<file path="src/rtl/reg_file_pkg.sv">
// Shared definitions for the register file scoreboard slice.
//   DEFAULT_DATA_W / DEFAULT_ADDR_W : default register width and address width.
//   busy_state_e                    : per-register busy state (IDLE / PENDING).
package reg_file_pkg;

  localparam int unsigned DEFAULT_DATA_W = 8;
  localparam int unsigned DEFAULT_ADDR_W = 2;

  typedef enum logic {
    BUSY_IDLE    = 1'b0,
    BUSY_PENDING = 1'b1
  } busy_state_e;

endpackage

</file>
<file path="src/rtl/busy_scoreboard.sv">
// Per-register busy tracking for the register file.
// A register goes PENDING when a producer reserves it and returns to IDLE when
// its result is written back.
//   CLK, RST_N                    : clock, synchronous active-low reset.
//   WriteControl, WriteAddress    : write-back that retires a pending register.
//   ReserveControl, ReserveAddress: reservation request.
//   ReserveOK                     : reservation at ReserveAddress accepted now.
//   BusyVector                    : busy bit per register (zero while in reset).
module busy_scoreboard
  import reg_file_pkg::*;
#(
  parameter int unsigned ADDR_W   = DEFAULT_ADDR_W,
  parameter bit          ZERO_REG = 1'b0,
  localparam int unsigned DEPTH   = 2 ** ADDR_W
) (
  input  logic              CLK,
  input  logic              RST_N,
  input  logic              WriteControl,
  input  logic [ADDR_W-1:0] WriteAddress,
  input  logic              ReserveControl,
  input  logic [ADDR_W-1:0] ReserveAddress,
  output logic              ReserveOK,
  output logic [DEPTH-1:0]  BusyVector
);

  busy_state_e      state [DEPTH];
  logic [DEPTH-1:0] busyRaw;
  logic             reserveTake;

  always_comb begin
    busyRaw = '0;
    for (int unsigned i = 0; i < DEPTH; i++) begin
      busyRaw[i] = (state[i] == BUSY_PENDING);
    end
  end

  // Masked while reset is held so nothing reports stale reservations before
  // the reset edge has cleared the state.
  assign BusyVector = RST_N ? busyRaw : '0;

  // A same-cycle write frees the register, so a new producer may claim it.
  assign ReserveOK   = ~BusyVector[ReserveAddress] |
                       (WriteControl && (WriteAddress == ReserveAddress));
  assign reserveTake = ReserveControl && ReserveOK;

  // Reserve has priority over write-back on the same register: the new
  // producer's result is still outstanding.
  always_ff @(posedge CLK) begin
    for (int unsigned i = 0; i < DEPTH; i++) begin
      if (!RST_N || (ZERO_REG && (i == 0))) begin
        state[i] <= BUSY_IDLE;
      end else if (reserveTake && (ReserveAddress == ADDR_W'(i))) begin
        state[i] <= BUSY_PENDING;
      end else if (WriteControl && (WriteAddress == ADDR_W'(i))) begin
        state[i] <= BUSY_IDLE;
      end
    end
  end

endmodule

</file>
<file path="src/rtl/register_file_scoreboard.sv">
// Two-read, one-write register file with a busy scoreboard.
//   CLK, RST_N                       : clock, synchronous active-low reset.
//   ReadAddress1/2                   : read port addresses.
//   ReadValue1/2                     : combinational read data (optionally bypassed).
//   ReadBusy1/2                      : register at the read address awaits a write.
//   WriteControl/Address/Value       : write port.
//   ReserveControl/Address, ReserveOK: reservation request and acceptance.
//   BusyVector                       : busy bit per register.
// ZERO_REG=1 hardwires register 0 to zero; BYPASS=1 forwards same-cycle write
// data (and clears the busy flag) on matching read ports.
module register_file_scoreboard
  import reg_file_pkg::*;
#(
  parameter int unsigned DATA_W   = DEFAULT_DATA_W,
  parameter int unsigned ADDR_W   = DEFAULT_ADDR_W,
  parameter bit          ZERO_REG = 1'b0,
  parameter bit          BYPASS   = 1'b1,
  localparam int unsigned DEPTH   = 2 ** ADDR_W
) (
  input  logic              CLK,
  input  logic              RST_N,
  input  logic [ADDR_W-1:0] ReadAddress1,
  output logic [DATA_W-1:0] ReadValue1,
  output logic              ReadBusy1,
  input  logic [ADDR_W-1:0] ReadAddress2,
  output logic [DATA_W-1:0] ReadValue2,
  output logic              ReadBusy2,
  input  logic              WriteControl,
  input  logic [ADDR_W-1:0] WriteAddress,
  input  logic [DATA_W-1:0] WriteValue,
  input  logic              ReserveControl,
  input  logic [ADDR_W-1:0] ReserveAddress,
  output logic              ReserveOK,
  output logic [DEPTH-1:0]  BusyVector
);

  logic [DATA_W-1:0] regs [DEPTH];
  logic [ADDR_W-1:0] rdAddr [2];
  logic [DATA_W-1:0] rdData [2];
  logic              rdBusy [2];

  busy_scoreboard #(
    .ADDR_W   (ADDR_W),
    .ZERO_REG (ZERO_REG)
  ) u_busy (
    .CLK            (CLK),
    .RST_N          (RST_N),
    .WriteControl   (WriteControl),
    .WriteAddress   (WriteAddress),
    .ReserveControl (ReserveControl),
    .ReserveAddress (ReserveAddress),
    .ReserveOK      (ReserveOK),
    .BusyVector     (BusyVector)
  );

  always_ff @(posedge CLK) begin
    if (!RST_N) begin
      for (int unsigned i = 0; i < DEPTH; i++) begin
        regs[i] <= '0;
      end
    end else if (WriteControl && !(ZERO_REG && (WriteAddress == '0))) begin
      regs[WriteAddress] <= WriteValue;
    end
  end

  assign rdAddr[0] = ReadAddress1;
  assign rdAddr[1] = ReadAddress2;

  // Both ports share one read path so they always agree on the same address.
  always_comb begin
    for (int unsigned p = 0; p < 2; p++) begin
      rdData[p] = regs[rdAddr[p]];
      rdBusy[p] = BusyVector[rdAddr[p]];
      if (BYPASS && WriteControl && (WriteAddress == rdAddr[p])) begin
        rdData[p] = WriteValue;
        rdBusy[p] = 1'b0;
      end
      if (ZERO_REG && (rdAddr[p] == '0)) begin
        rdData[p] = '0;
      end
      if (!RST_N) begin
        rdData[p] = '0;
        rdBusy[p] = 1'b0;
      end
    end
  end

  assign ReadValue1 = rdData[0];
  assign ReadBusy1  = rdBusy[0];
  assign ReadValue2 = rdData[1];
  assign ReadBusy2  = rdBusy[1];

endmodule

</file>
<file path="config.mk">
export PLATFORM = sky130hd
export DESIGN_NAME = register_file_scoreboard
export DESIGN_NICKNAME = d
export VERILOG_FILES = /design/src/rtl/reg_file_pkg.sv /design/src/rtl/busy_scoreboard.sv /design/src/rtl/register_file_scoreboard.sv
export SDC_FILE = /design/constraint.sdc
export NUM_CORES = 1
export LEC_CHECK = 0
export ABC_AREA = 1
export ABC_CLOCK_PERIOD_IN_PS = 2500
export CAP_MARGIN = 20
export CORE_MARGIN = 4
export CORE_UTILIZATION = 55
export DETAILED_ROUTE_END_ITERATION = 16
export MAX_ROUTING_LAYER = met4
export PLACE_DENSITY = 0.86
export SLEW_MARGIN = 30
export SYNTH_ARGS = -nofsm -noshare
export SYNTH_HDL_FRONTEND = slang
export SYNTH_SLANG_ARGS = --single-unit
export TNS_END_PERCENT = 50
</file>
<file path="constraint.sdc">
create_clock -name CLK -period 2.5 [get_ports CLK]
set_clock_uncertainty 0.2 [all_clocks]
set_input_delay 0.5 -clock CLK [delete_from_list [all_inputs] [get_ports CLK]]
set_output_delay 0.5 -clock CLK [all_outputs]
set_load 0.005 [all_outputs]
</file>
==> results.cfg <==
[clocking]
clk_path_buf_depth = 2
cts.sinks = 36
cts_buffers = 5
cts_tree = built
clk_latency_ns = 0.30
htreeDepth = 2
clk_transition_reported_paths_ns = 0.08
clockRootBuffer = clkbuf_8

[outcome]
status = finished, final reports clean

[yosys]
synth_seq_cells = 36
ys_seq_area_share_pct = 44.8
synth_area_sq_mm = 0.00239
yosysWarnings = 0
synth_cell_types = 23
netlist_instances = 324
syn_area_per_cell_sq_um = 7.37
syn-num-nets = 344

[drt]
via_per_inst = 6.11
vias = 2883
ant_nets = 0
drcViolationCount = 0
drt_wl_total_um = 9070
wl_per_cell_um = 19.2
drt_first_pass_iters = 7
drtIter0Drc = 474

[placement]
gp_congestion = 0.915
hpwlAfterDp_um = 5550
io_buffers = 42

[layout]
nets = 441
syn2layout_area_growth_pct = 44.7
layout_commonest_cell = nor2_1
drive_above_1_share_pct = 25.4
final_cell_mix = nor2_1, nand2_1, buf_4
fin_util_pct = 84.6
n_antenna_cell = 0

[critical_path]
endpoint_kind = output port
path_class = input port to output port
critPathSlowestCell = a21oi_1
critPathRequiredTime_ns = 1.80
path_cells = buf_2 -> buf_6 -> inv_2 -> a21oi_1 -> o21ai_0 -> a21oi_1 -> nor2_1 -> buf_2
startpoint_type = input port
max_stage_delay_ns = 0.26
crit_fanout = 9
cp.arrival_ns = 1.79

[grt]
grt_max_degree = 19
track_usage_pct = 35.3
grt_pass1_vias = 2777
antenna_found_initial = 0
grt_pass1_wl_um = 13600
overflow = 0

[pwr]
combPwrFrac_pct = 27.6
irDropWorstVdd_v = 0.000442
p_seq_share_pct = 42.6
pwr_density_cell_mw_per_mm2 = 496
internal_power_mw = 1.21
switching_share_pct = 29.5
power_frac_clock_pct = 29.8
p_leak_nw = 1.64
power.switching_mw = 0.506

[sta]
timing.final.crit_share_pct = 99.8
timing.fmax_ghz = 0.401
period_minus_slack_ns = 2.49
setup_viol = 0
hold_violations = 0
worstMarginPinSlew_ns = 0.433
fin_tns_setup_ns = 0
rsz0062_at_grt = yes
report.final.slew_viol_count = 0
slew_headroom_pct = 71.0

[floorplan]
rows = 23
die-area_sq_mm = 0.00546
chipWidth_um = 73.9
initial_utilization_pct = 58.5
num_io_pins = 43
die_h_um = 73.9
coreArea_sq_mm = 0.00409

[worst_hold_path]
hp-class = flop to flop

[flow_run]
maxCapViolCount = 0
-- cell type report --
class	instances	area, sq um
timing repair buffer	104	923
fill	238	629
inverter	46	173
clock inverter	3	37.5
sequential	36	1070
clock buffer	5	68.8
multi-input combinational	228	1120
tap	50	62.6
-- power by group through the flow --
stage / Combinational, mW / Clock, mW / Sequential (mW)
floorplan: 0.197 / 0 / 0.733
global placement: 0.400 / 0 / 0.736
detailed placement: 0.414 / 0 / 0.740
CTS: 0.439 / 0.507 / 0.727
global route: 0.502 / 0.528 / 0.732
finish: 0.474 / 0.511 / 0.732
-- logic make-up (layout without fill, tap and decap cells) --
logic type                after synthesis  after routing  synth area share (%)
DFF                                    36             36                  44.8
buffers and inverters                  61            158                  11.0
xor gates and xnor gates                3              3                  2.20
and+or+nand+nor                       132            133                  22.5
AOI/OAI and AO/OA                      92             92                  19.4
-- registers in the layout (all words and copies together), names as in the netlist --
register / flops
u_busy.state: 4
regs: 32
-- routing by layer --
metal / up-vias / track usage, % / part of all wire, %
li1: 1251 / - / -
met5: - / - / 0
met1: 1306 / 40.2 / 34
met3: 69 / 9.30 / 13
met2: 257 / 55.1 / 47
met4: 0 / 21.7 / 6.2
-- synthesized netlist by cell type --
master	n	share of area [%]
buf_2	6	1.3
o21ai_1	6	1.3
nand2_1	56	8.8
xor2_4	1	1.2
clkbuf_1	3	0.47
o21ai_0	32	6.7
a21oi_1	53	11
buf_4	3	0.94
buf_1	1	0.16
nand2_2	2	0.52
inv_2	5	0.79
xor2_2	1	0.68
buf_6	2	0.94
xnor2_1	1	0.37
nor2_1	62	9.7
dfxtp_1	1	0.84
nor2_4	1	0.47
edfxtp_1	35	44
nand4_1	1	0.26
nor2_8	1	0.84
inv_1	41	6.4
nand3_1	9	1.9
a21oi_2	1	0.37
-- metrics by stage --
| stage | power, mW | hold WS [ns] | worst slack [ns] | cell area [sq um] | cells |
|---|---|---|---|---|---|
| floorplan | 0.931 | 0.251 | 0.509 | 2390 | 324 |
| global placement | 1.14 | 0.292 | -0.574 | 3190 | 451 |
| detailed placement | 1.15 | 0.295 | -0.633 | 3190 | 451 |
| CTS | 1.67 | 0.305 | -0.00964 | 3430 | 470 |
| global route | 1.76 | 0.330 | -0.0245 | 3460 | 472 |
| finish | 1.72 | 0.308 | 0.00588 | 3460 | 472 |
-- timing repair --
| action | CTS | global route |
|---|---|---|
| resized for setup | 87 | 13 |
| pin swaps | 13 | 10 |
| hold buffers | 0 | 0 |
| buffers inserted | 10 | 2 |
| endpoints found under the setup margin | 23 | 16 |
| cloned | 2 | 0 |
-- critical path: cells and delay by family --
| kind | cells | cell delay, ns |
|---|---|---|
| compound gates | 3 | 0.63 |
| buf+inv | 4 | 0.57 |
| simple gates | 1 | 0.09 |
-- final timing paths --
kind                                         start            endpoint  slack (ns)  cells after the start
worst max register to register  u_busy.state[1][0]  u_busy.state[0][0]        0.83                      9
worst max-delay path               ReadAddress2[1]       ReadValue2[5]       0.006                      8
worst min-delay path            u_busy.state[1][0]  u_busy.state[1][0]        0.31                      2
worst min register to register  u_busy.state[1][0]  u_busy.state[1][0]        0.31                      2
Power figures use the tool's default switching activity.
